==> src/rtl/serial_rx_pkg.sv <==
// Shared definitions for the serial word receiver: FSM encoding, legal word
// widths and the bit-counter sizing helper.
package serial_rx_pkg;

  localparam int WORD_WIDTH_MIN = 2;
  localparam int WORD_WIDTH_MAX = 32;

  typedef logic [0:0] rx_state_t;
  localparam rx_state_t ST_IDLE  = 1'b0;
  localparam rx_state_t ST_SHIFT = 1'b1;

  // Bits needed to count 0..width-1 (minimum 1).
  function automatic int cnt_width(input int width);
    int w;
    w = 1;
    for (int i = 1; i < 6; i++) begin
      if ((1 << w) < width) w = w + 1;
    end
    return w;
  endfunction

endpackage

==> src/rtl/serial_word_receiver_if.sv <==
// Serial-in / word-out bus of the receiver. With SERIAL_RX_OVERRUN_CNT_EN
// defined the bus also carries the saturating overrun_count.
interface serial_word_receiver_if #(parameter int WORD_WIDTH = 8);

  logic                  sample_edge;
  logic                  frame_active;
  logic                  data_in;
  logic                  data_ready;
  logic [WORD_WIDTH-1:0] data_out;
  logic                  data_valid;
  logic                  overrun;
  logic                  frame_abort;
`ifdef SERIAL_RX_OVERRUN_CNT_EN
  logic [7:0]            overrun_count;

  modport master (
    output sample_edge, frame_active, data_in, data_ready,
    input  data_out, data_valid, overrun, frame_abort, overrun_count
  );
  modport slave (
    input  sample_edge, frame_active, data_in, data_ready,
    output data_out, data_valid, overrun, frame_abort, overrun_count
  );
`else
  modport master (
    output sample_edge, frame_active, data_in, data_ready,
    input  data_out, data_valid, overrun, frame_abort
  );
  modport slave (
    input  sample_edge, frame_active, data_in, data_ready,
    output data_out, data_valid, overrun, frame_abort
  );
`endif

endinterface

==> src/rtl/serial_shift_reg.sv <==
// Shift register and modulo-WORD_WIDTH bit counter; flags the strobe that
// completes a word and exposes the word as it will look after that shift.
module serial_shift_reg
  import serial_rx_pkg::*;
#(
  parameter int WORD_WIDTH = 8,
  parameter bit MSB_FIRST  = 1'b1,
  localparam int CW        = cnt_width(WORD_WIDTH)
) (
  input  logic                  clk,
  input  logic                  rst_n,
  input  logic                  shift_en,
  input  logic                  clear,
  input  logic                  bit_in,
  output logic [WORD_WIDTH-1:0] word_next,
  output logic [CW-1:0]         count,
  output logic                  complete
);

  localparam logic [CW-1:0] LAST = CW'(WORD_WIDTH - 1);

  logic [WORD_WIDTH-1:0] shreg;

  always_comb begin
    if (MSB_FIRST) word_next = {shreg[WORD_WIDTH-2:0], bit_in};
    else           word_next = {bit_in, shreg[WORD_WIDTH-1:1]};
  end

  assign complete = shift_en && (count == LAST);

  always_ff @(posedge clk or negedge rst_n) begin
    if (!rst_n) begin
      shreg <= '0;
      count <= '0;
    end else if (clear) begin
      shreg <= '0;
      count <= '0;
    end else if (shift_en) begin
      shreg <= word_next;
      count <= complete ? '0 : count + 1'b1;
    end
  end

endmodule

==> src/rtl/serial_word_receiver.sv <==
// Frame-qualified serial receiver with a valid/ready word output, overrun and
// frame-abort pulses. Optional feature macro: SERIAL_RX_OVERRUN_CNT_EN.
module serial_word_receiver
  import serial_rx_pkg::*;
#(
  parameter int WORD_WIDTH = 8,
  parameter bit MSB_FIRST  = 1'b1
) (
  input  logic                 sys_clk,
  input  logic                 sys_rst_n,
  serial_word_receiver_if.slave rx
);

  localparam int CW = cnt_width(WORD_WIDTH);

  rx_state_t             state;
  logic [CW-1:0]         count;
  logic [WORD_WIDTH-1:0] word_next;
  logic                  complete;
  logic                  shift_en;
  logic                  frame_end;
  logic                  accept;
  logic [WORD_WIDTH-1:0] data_q;
  logic                  valid_q;
  logic                  overrun_q;
  logic                  abort_q;

  // Strobes only count inside a frame and never in the cycle the frame opens.
  assign shift_en  = (state == ST_SHIFT) && rx.frame_active && rx.sample_edge;
  assign frame_end = (state == ST_SHIFT) && !rx.frame_active;
  assign accept    = valid_q && rx.data_ready;

  serial_shift_reg #(
    .WORD_WIDTH (WORD_WIDTH),
    .MSB_FIRST  (MSB_FIRST)
  ) u_shift (
    .clk       (sys_clk),
    .rst_n     (sys_rst_n),
    .shift_en  (shift_en),
    .clear     (frame_end),
    .bit_in    (rx.data_in),
    .word_next (word_next),
    .count     (count),
    .complete  (complete)
  );

  always_ff @(posedge sys_clk or negedge sys_rst_n) begin
    if (!sys_rst_n) begin
      state <= ST_IDLE;
    end else begin
      case (state)
        ST_IDLE:  if (rx.frame_active)  state <= ST_SHIFT;
        default:  if (!rx.frame_active) state <= ST_IDLE;
      endcase
    end
  end

  // A finished word is taken when the holding slot is empty or being drained
  // this very cycle; otherwise it is lost and reported as an overrun.
  always_ff @(posedge sys_clk or negedge sys_rst_n) begin
    if (!sys_rst_n) begin
      data_q    <= '0;
      valid_q   <= 1'b0;
      overrun_q <= 1'b0;
      abort_q   <= 1'b0;
    end else begin
      overrun_q <= complete && valid_q && !rx.data_ready;
      abort_q   <= frame_end && (count != '0);
      if (complete && (!valid_q || accept)) begin
        data_q  <= word_next;
        valid_q <= 1'b1;
      end else if (accept) begin
        valid_q <= 1'b0;
      end
    end
  end

`ifdef SERIAL_RX_OVERRUN_CNT_EN
  logic [7:0] ovr_cnt_q;

  always_ff @(posedge sys_clk or negedge sys_rst_n) begin
    if (!sys_rst_n)                                                   ovr_cnt_q <= '0;
    else if (complete && valid_q && !rx.data_ready && ovr_cnt_q != 8'hFF) ovr_cnt_q <= ovr_cnt_q + 8'd1;
  end

  assign rx.overrun_count = ovr_cnt_q;
`endif

  assign rx.data_out    = data_q;
  assign rx.data_valid  = valid_q;
  assign rx.overrun     = overrun_q;
  assign rx.frame_abort = abort_q;

endmodule

==> src/flat_wrapper.sv <==
// flat-port wrapper written by rule: the top's interface ports become plain ports
module serial_word_receiver_flat import serial_rx_pkg::*;
#(
  parameter int WORD_WIDTH = 8,
  parameter bit MSB_FIRST  = 1'b1
)
  (sys_clk, sys_rst_n, rx_sample_edge, rx_frame_active, rx_data_in, rx_data_ready, rx_data_out, rx_data_valid, rx_overrun, rx_frame_abort);
  serial_word_receiver_if #(.WORD_WIDTH(WORD_WIDTH)) rx_i ();
  input  logic sys_clk;
  input  logic sys_rst_n;
  input wire logic [$bits(rx_i.sample_edge)-1:0] rx_sample_edge;
  input wire logic [$bits(rx_i.frame_active)-1:0] rx_frame_active;
  input wire logic [$bits(rx_i.data_in)-1:0] rx_data_in;
  input wire logic [$bits(rx_i.data_ready)-1:0] rx_data_ready;
  output wire logic [$bits(rx_i.data_out)-1:0] rx_data_out;
  output wire logic [$bits(rx_i.data_valid)-1:0] rx_data_valid;
  output wire logic [$bits(rx_i.overrun)-1:0] rx_overrun;
  output wire logic [$bits(rx_i.frame_abort)-1:0] rx_frame_abort;
  assign rx_i.sample_edge = rx_sample_edge;
  assign rx_i.frame_active = rx_frame_active;
  assign rx_i.data_in = rx_data_in;
  assign rx_i.data_ready = rx_data_ready;
  assign rx_data_out = rx_i.data_out;
  assign rx_data_valid = rx_i.data_valid;
  assign rx_overrun = rx_i.overrun;
  assign rx_frame_abort = rx_i.frame_abort;
  serial_word_receiver #(.WORD_WIDTH(WORD_WIDTH), .MSB_FIRST(MSB_FIRST)) u_core (.sys_clk(sys_clk), .sys_rst_n(sys_rst_n), .rx(rx_i));
endmodule
==> config.mk <==
export PLATFORM = sky130hd
export DESIGN_NAME = serial_word_receiver_flat
export DESIGN_NICKNAME = d
export VERILOG_FILES = /design/src/rtl/serial_rx_pkg.sv /design/src/rtl/serial_word_receiver_if.sv /design/src/rtl/serial_shift_reg.sv /design/src/rtl/serial_word_receiver.sv /design/src/flat_wrapper.sv
export SDC_FILE = /design/constraint.sdc
export NUM_CORES = 1
export LEC_CHECK = 0
export CORE_MARGIN = 4
export CORE_UTILIZATION = 55
export DETAILED_ROUTE_END_ITERATION = 8
export GPL_TIMING_DRIVEN = 0
export PLACE_DENSITY = 0.83
export SETUP_SLACK_MARGIN = 0.2
export SYNTH_ARGS = -nofsm -noshare
export SYNTH_HDL_FRONTEND = slang
export SYNTH_SLANG_ARGS = --single-unit
==> constraint.sdc <==
create_clock -name sys_clk -period 4.1 [get_ports sys_clk]
set_input_delay 0.615 -clock sys_clk [delete_from_list [all_inputs] [get_ports sys_clk]]
set_output_delay 0.615 -clock sys_clk [all_outputs]
set_load 0.005 [all_outputs]
# Yosys cells after proc, flatten, opt, wreduce, memory -nomap -nowiden

Index checks and enable logic that the tools add are counted.

Register bits after elaboration: 22
Bits in latches: 0
Output and inout port bits: 11
ROM bits: 0
Memories kept: 0
Memory bits (writable): 0

Add/subtract/negate cells: 1
Multiplexer cells: 8
Reduce and logical (&&, ||, !) cells: 16
Shifts and indexed selects: 0
Equal/unequal tests: 1
Div/mod/pow operators: 0
$mul: 0
Order comparisons: 0
Bitwise logic cells: 0

Operator list:

| kind                                                           | count |
|---|---|
| 7-bit two-way mux                                              | 2 |
| 1-bit logical AND                                              | 9 |
| 3-bit two-way mux                                              | 3 |
| 2-bit nonzero test                                             | 2 |
| 3-bit by 1-bit adder with 3-bit output (second input constant) | 1 |
| 3-bit equality test (second input constant)                    | 1 |
| 1-bit logical NOT                                              | 3 |
| 1-bit two-way mux                                              | 3 |
| 3-bit nonzero test                                             | 1 |
| 1-bit logical OR                                               | 1 |

# Longest topological paths before layout

Word-level depth: 6
Gate-level depth with buffers: 6

# Hierarchy

A second synthesis with hierarchy kept.

Cells, all modules: 65
Area, all modules: 932.1 um^2

By module, submodules not included:

| module               | cells an instance | area each (um^2) | instances | seq. area each (um^2) |
|---|---|---|---|---|
| serial_word_receiver | 28                | 478.0            | 1         | 300.3 |
| serial_shift_reg     | 37                | 454.2            | 1         | 250.2 |

# Worst setup path after synthesis

Ideal clock, no wire load.

Kind: reg-to-reg
From: reg u_core.u_shift.count[0]
To: reg u_core.data_q[0] (netlist: u_core.rx.data_out[0])
Path buffers: 1
Arrival time: 1364 ps
Period minus slack after synthesis: 1489 ps
Data required time: 3975 ps
Setup time: 125 ps
Cell stages (with the launch flop): 7
Slack: 2611 ps
Cells stage by stage: dfrtp_1 > ha_1 > ha_1 > nand4_2 > nor2b_4 > buf_12 > mux2_4

Longest elaborated chain between the ends: 3

Ends and longest elaborated chain:

| what                   | line                       | source |
|---|---|---|
| from (decl)            | serial_shift_reg.sv:16     | `output logic [CW-1:0] count,` |
| from (signal assigned) | serial_shift_reg.sv:40     | `count <= complete ? '0 : count + 1'b1;` |
| 3-bit equality test    | serial_shift_reg.sv:29     | `assign complete = shift_en && (count == LAST);` |
| 1-bit logical AND      | serial_shift_reg.sv:29     |  |
| 1-bit logical AND      | serial_word_receiver.sv:69 | `if (complete && (!valid_q \|\| accept)) begin` |
| to (signal assigned)   | serial_word_receiver.sv:70 | `data_q <= word_next;` |
| to (decl)              | serial_word_receiver.sv:23 | `logic [WORD_WIDTH-1:0] data_q;` |

No other way between the ends.
A chain may end at the register's enable or synchronous reset.

# Worst setup path after layout

From: reg u_core.data_q[0] (netlist: u_core.rx.data_out[0])
To: out rx_data_out[0]

RTL lines:

| what      | line               | source |
|---|---|---|
| to (decl) | flat_wrapper.sv:15 | `output wire logic [$bits(rx_i.data_out)-1:0] rx_data_out;` |

No word-level cell between the ends.

==> metrics.md <==
| Metric | Value |
|---|---|
| Slowest Stage Delay on Critical Path | `0.52 ns` |
| 1st-iter DRT viols | `4` |
| CTS tree | `yes` |
| Skew final | `0.00151 ns` |
| Antenna violations before repair | `0` |
| Dpl ws | `1.99 ns` |
| RSZ-0062 raised after global routing | `false` |
| Synth Register Bits | `22` |
| Total gr overflow | `0` |
| H-tree levels | `1` |
| Post-synthesis sequential area ratio | `54.2%` |
| Setup_tns | `0 ns` |
| GPL Wtd Cong | `0.757` |
| FF-to-FF Start | `u_core.u_shift.count[1]$_DFFE_PN0P_` |
| Vias in the first global route | `696` |
| DR vias/cell | `5.27` |
| All-Layer GR Usage | `15.0%` |
| Largest net degree at the start of global routing | `23` |
| Area Growth Syn to Fin | `22.4%` |
| Rows | `15` |
| Worst rel slew slack | `37.0%` |
| CTS max path bufs | `2` |
| Final setup fails | `0` |
| Max cap viols | `0` |
| Final Worst Setup Slack | `2.29 ns` |
| Instance area after placement | `1210 um^2` |
| Post-synth cell types | `24` |
| Final Critical Period | `1.81 ns` |
| Total wire length | `1760 um` |
| Tcrit/Tclk final | `44.2%` |
| # fillers | `128` |
| Drt drc | `0` |
| Endpoint, Worst Hold | `u_core.rx.data_out[7]$_DFFE_PN0P_` |
| Clock Latency Late Sink | `0.30 ns` |
| Fin nets | `109` |
| Worst-path clk slew | `0.12 ns` |
| Crit start category | `register` |
| Synthesized instance count | `79` |
| Pleak | `0.554 nW` |
| Worst slew pin tran | `0.942 ns` |
| Post-Syn Area | `1020 um^2` |
| DPL Wire Length | `1290 um` |
| Placeable core area | `1750 um^2` |
| Number of vias in the routed layout | `654` |
| Storage element area | `551 um^2` |
| Crit-path cells | `clkdlybuf4s50_1` |
| Pins Over Slew Limit | `0` |
| CP Data Required Time | `3.48 ns` |
| Worst Reg-to-Reg Cells | `6` |
| Die X | `51.0 um` |
| Power Density | `312 nW/um^2` |
| Layout cell share with drive strength beyond 1 | `17.2%` |
| Die Area | `2600 um^2` |
| Yosys warns | `0` |
| CP top delay family | `buffers and inverters` |
| First-pass GRT wire length | `2950 um` |
| Hold crit path type | `register to register` |
| Cts repair resizes | `0` |
| Syn nets | `88` |
| FF-to-FF setup slack | `2.46 ns` |
| Upper clock frequency limit | `0.552 GHz` |
| Worst Setup Path Type | `register to output pin` |
| Crit-path max FO | `2` |
| Status | `complete, no violations` |
| CTS buffer count | `3` |
| Final instance area | `1240 um^2` |
| Peak VDD IR | `0.000188 V` |
| Root Driver | `clkbuf_4` |
| Ant. Diodes | `0` |
| Critical path endpoint category | `output pin` |
| Worst Hold Launch | `u_core.rx.data_out[7]$_DFFE_PN0P_` |
| Fin. Hold Viols | `0` |
| I/O pins | `17` |
| DR WL/cell | `14.2 um` |
| Buf/Inv on CP | `1` |
| Number of hold buffers added after CTS | `0` |
| Antenna violation net count after detailed routing | `0` |
| WP data arrival | `1.20 ns` |
| Starting Density | `58.2%` |
| Initial DRT Pass Iterations | `3` |
| Post-CTS setup buffers | `0` |
| Clock sinks | `22` |
| Crit Reg-Reg Endpoint | `u_core.rx.data_out[7]$_DFFE_PN0P_` |
| DIE HEIGHT | `51.0 um` |
| Buffers added on ports | `16` |
| Cell depth of the worst hold path | `1` |
| CP max stage cell | `clkdlybuf4s50_1` |
| Syn avg cell area | `12.9 um^2` |
| Area of the multi-input gates | `414 um^2` |
[routing by layer]
metal / GRT usage (%) / up-vias / wire length, um
met5: 0 / - / 0
met4: 6.28 / 0 / 14
met3: 2.92 / 2 / 58
met2: 25.5 / 8 / 883
met1: 18.3 / 326 / 802
li1: - / 318 / -
[state kept, by name, indices dropped and copies added, names as in the netlist]
register and flops:
u_core.u_shift.count 3, u_core.u_shift.shreg 7, u_core.rx.data_out 8, u_core.rx.frame_abort 1
u_core.state 1, u_core.rx.overrun 1, u_core.rx.data_valid 1
[cells in the mapped netlist]
master     instances  area [um^2]
buf_12             1         20.0
o21ai_0            1         5.00
nand3b_1           1         7.51
clkinv_1           1         3.75
ha_1               3         37.5
nand4_2            1         12.5
nor2b_1            7         43.8
o311ai_0           1         8.76
inv_1              4         15.0
dfrtp_1           22          551
clkbuf_1           2         7.51
o2bb2ai_1          8         70.1
nand2b_1           1         6.26
a211oi_1           1         7.51
a21oi_1            7         35.0
buf_2              1         5.00
nand2_1            2         7.51
nor2b_4            1         13.8
and2_2             1         7.51
mux2_4             8          120
nand4b_1           1         8.76
nor2_1             2         7.51
a2bb2oi_1          1         8.76
o22ai_1            1         6.26
[kinds of logic after synthesis]
kind of cell	share of synthesized area, %
adder cells (fa/ha/maj)	3.69
buffers and inverters	5.05
AND/OR/NAND/NOR	11.3
multiplexers	11.8
AO/OA/AOI/OAI	13.9
flip-flops	54.2
[where the power goes]
part           internal, mW  leakage [nW]  switching [mW]
Sequential            0.225         0.302         0.00755
Combinational        0.0182         0.231          0.0203
Clock                0.0541        0.0210          0.0621
[cells in the final DEF (no fill, tap or decap)]
master | synthesis | final
nor2b_1 | 7 | 7
nand4b_1 | 1 | 1
clkbuf_4 | 0 | 3
o22ai_1 | 1 | 1
nand2_1 | 2 | 2
clkbuf_1 | 2 | 2
clkinv_1 | 1 | 1
ha_1 | 3 | 3
nor2b_4 | 1 | 1
nor2_1 | 2 | 2
clkbuf_8 | 0 | 1
buf_12 | 1 | 1
mux2_4 | 8 | 8
clkdlybuf4s50_1 | 0 | 16
dfrtp_1 | 22 | 22
nand3b_1 | 1 | 1
nand2b_1 | 1 | 1
o311ai_0 | 1 | 1
inv_1 | 4 | 4
and2_2 | 1 | 1
a2bb2oi_1 | 1 | 1
o21ai_0 | 1 | 1
o2bb2ai_1 | 8 | 8
buf_2 | 1 | 1
a21oi_1 | 7 | 7
a211oi_1 | 1 | 1
nand4_2 | 1 | 1
[through the flow]
stage / std cells / util (%) / hold WS (ns) / total power [mW]
final: 124 / 71.3 / 0.525 / 0.387
after global placement: 120 / 69.2 / 0.493 / 0.273
after floorplan: 79 / - / 0.319 / 0.256
after global routing: 124 / 71.3 / 0.542 / 0.404
after CTS: 124 / 71.3 / 0.526 / 0.391
after detailed placement: 120 / 69.2 / 0.498 / 0.276
[area by class of cell]
| type | instances | share of cell area, % |
|---|---|---|
| buffer | 4 | 2.62 |
| clock buffer | 4 | 2.92 |
| inverter | 5 | 1.51 |
| multi-input combinational | 48 | 33.3 |
| sequential | 22 | 44.3 |
| tap | 25 | 2.52 |
| timing repair buffer | 16 | 12.9 |
[worst max path at each step]
stage	start	endpoint	slack [ns]	cells after the start
after global placement	rx_frame_active	u_core.rx.data_out[7]$_DFFE_PN0P_	2.04	5
after global routing	u_core.rx.data_out[0]$_DFFE_PN0P_	rx_data_out[0]	2.24	1
after detailed placement	rx_frame_active	u_core.rx.data_out[4]$_DFFE_PN0P_	1.99	5
after floorplan	u_core.u_shift.count[0]$_DFFE_PN0P_	u_core.rx.data_out[0]$_DFFE_PN0P_	2.61	6
after CTS	u_core.rx.data_out[0]$_DFFE_PN0P_	rx_data_out[0]	2.28	1
final	u_core.rx.data_out[0]$_DFFE_PN0P_	rx_data_out[0]	2.29	1
No activity file was read; power rests on OpenSTA's default activity.
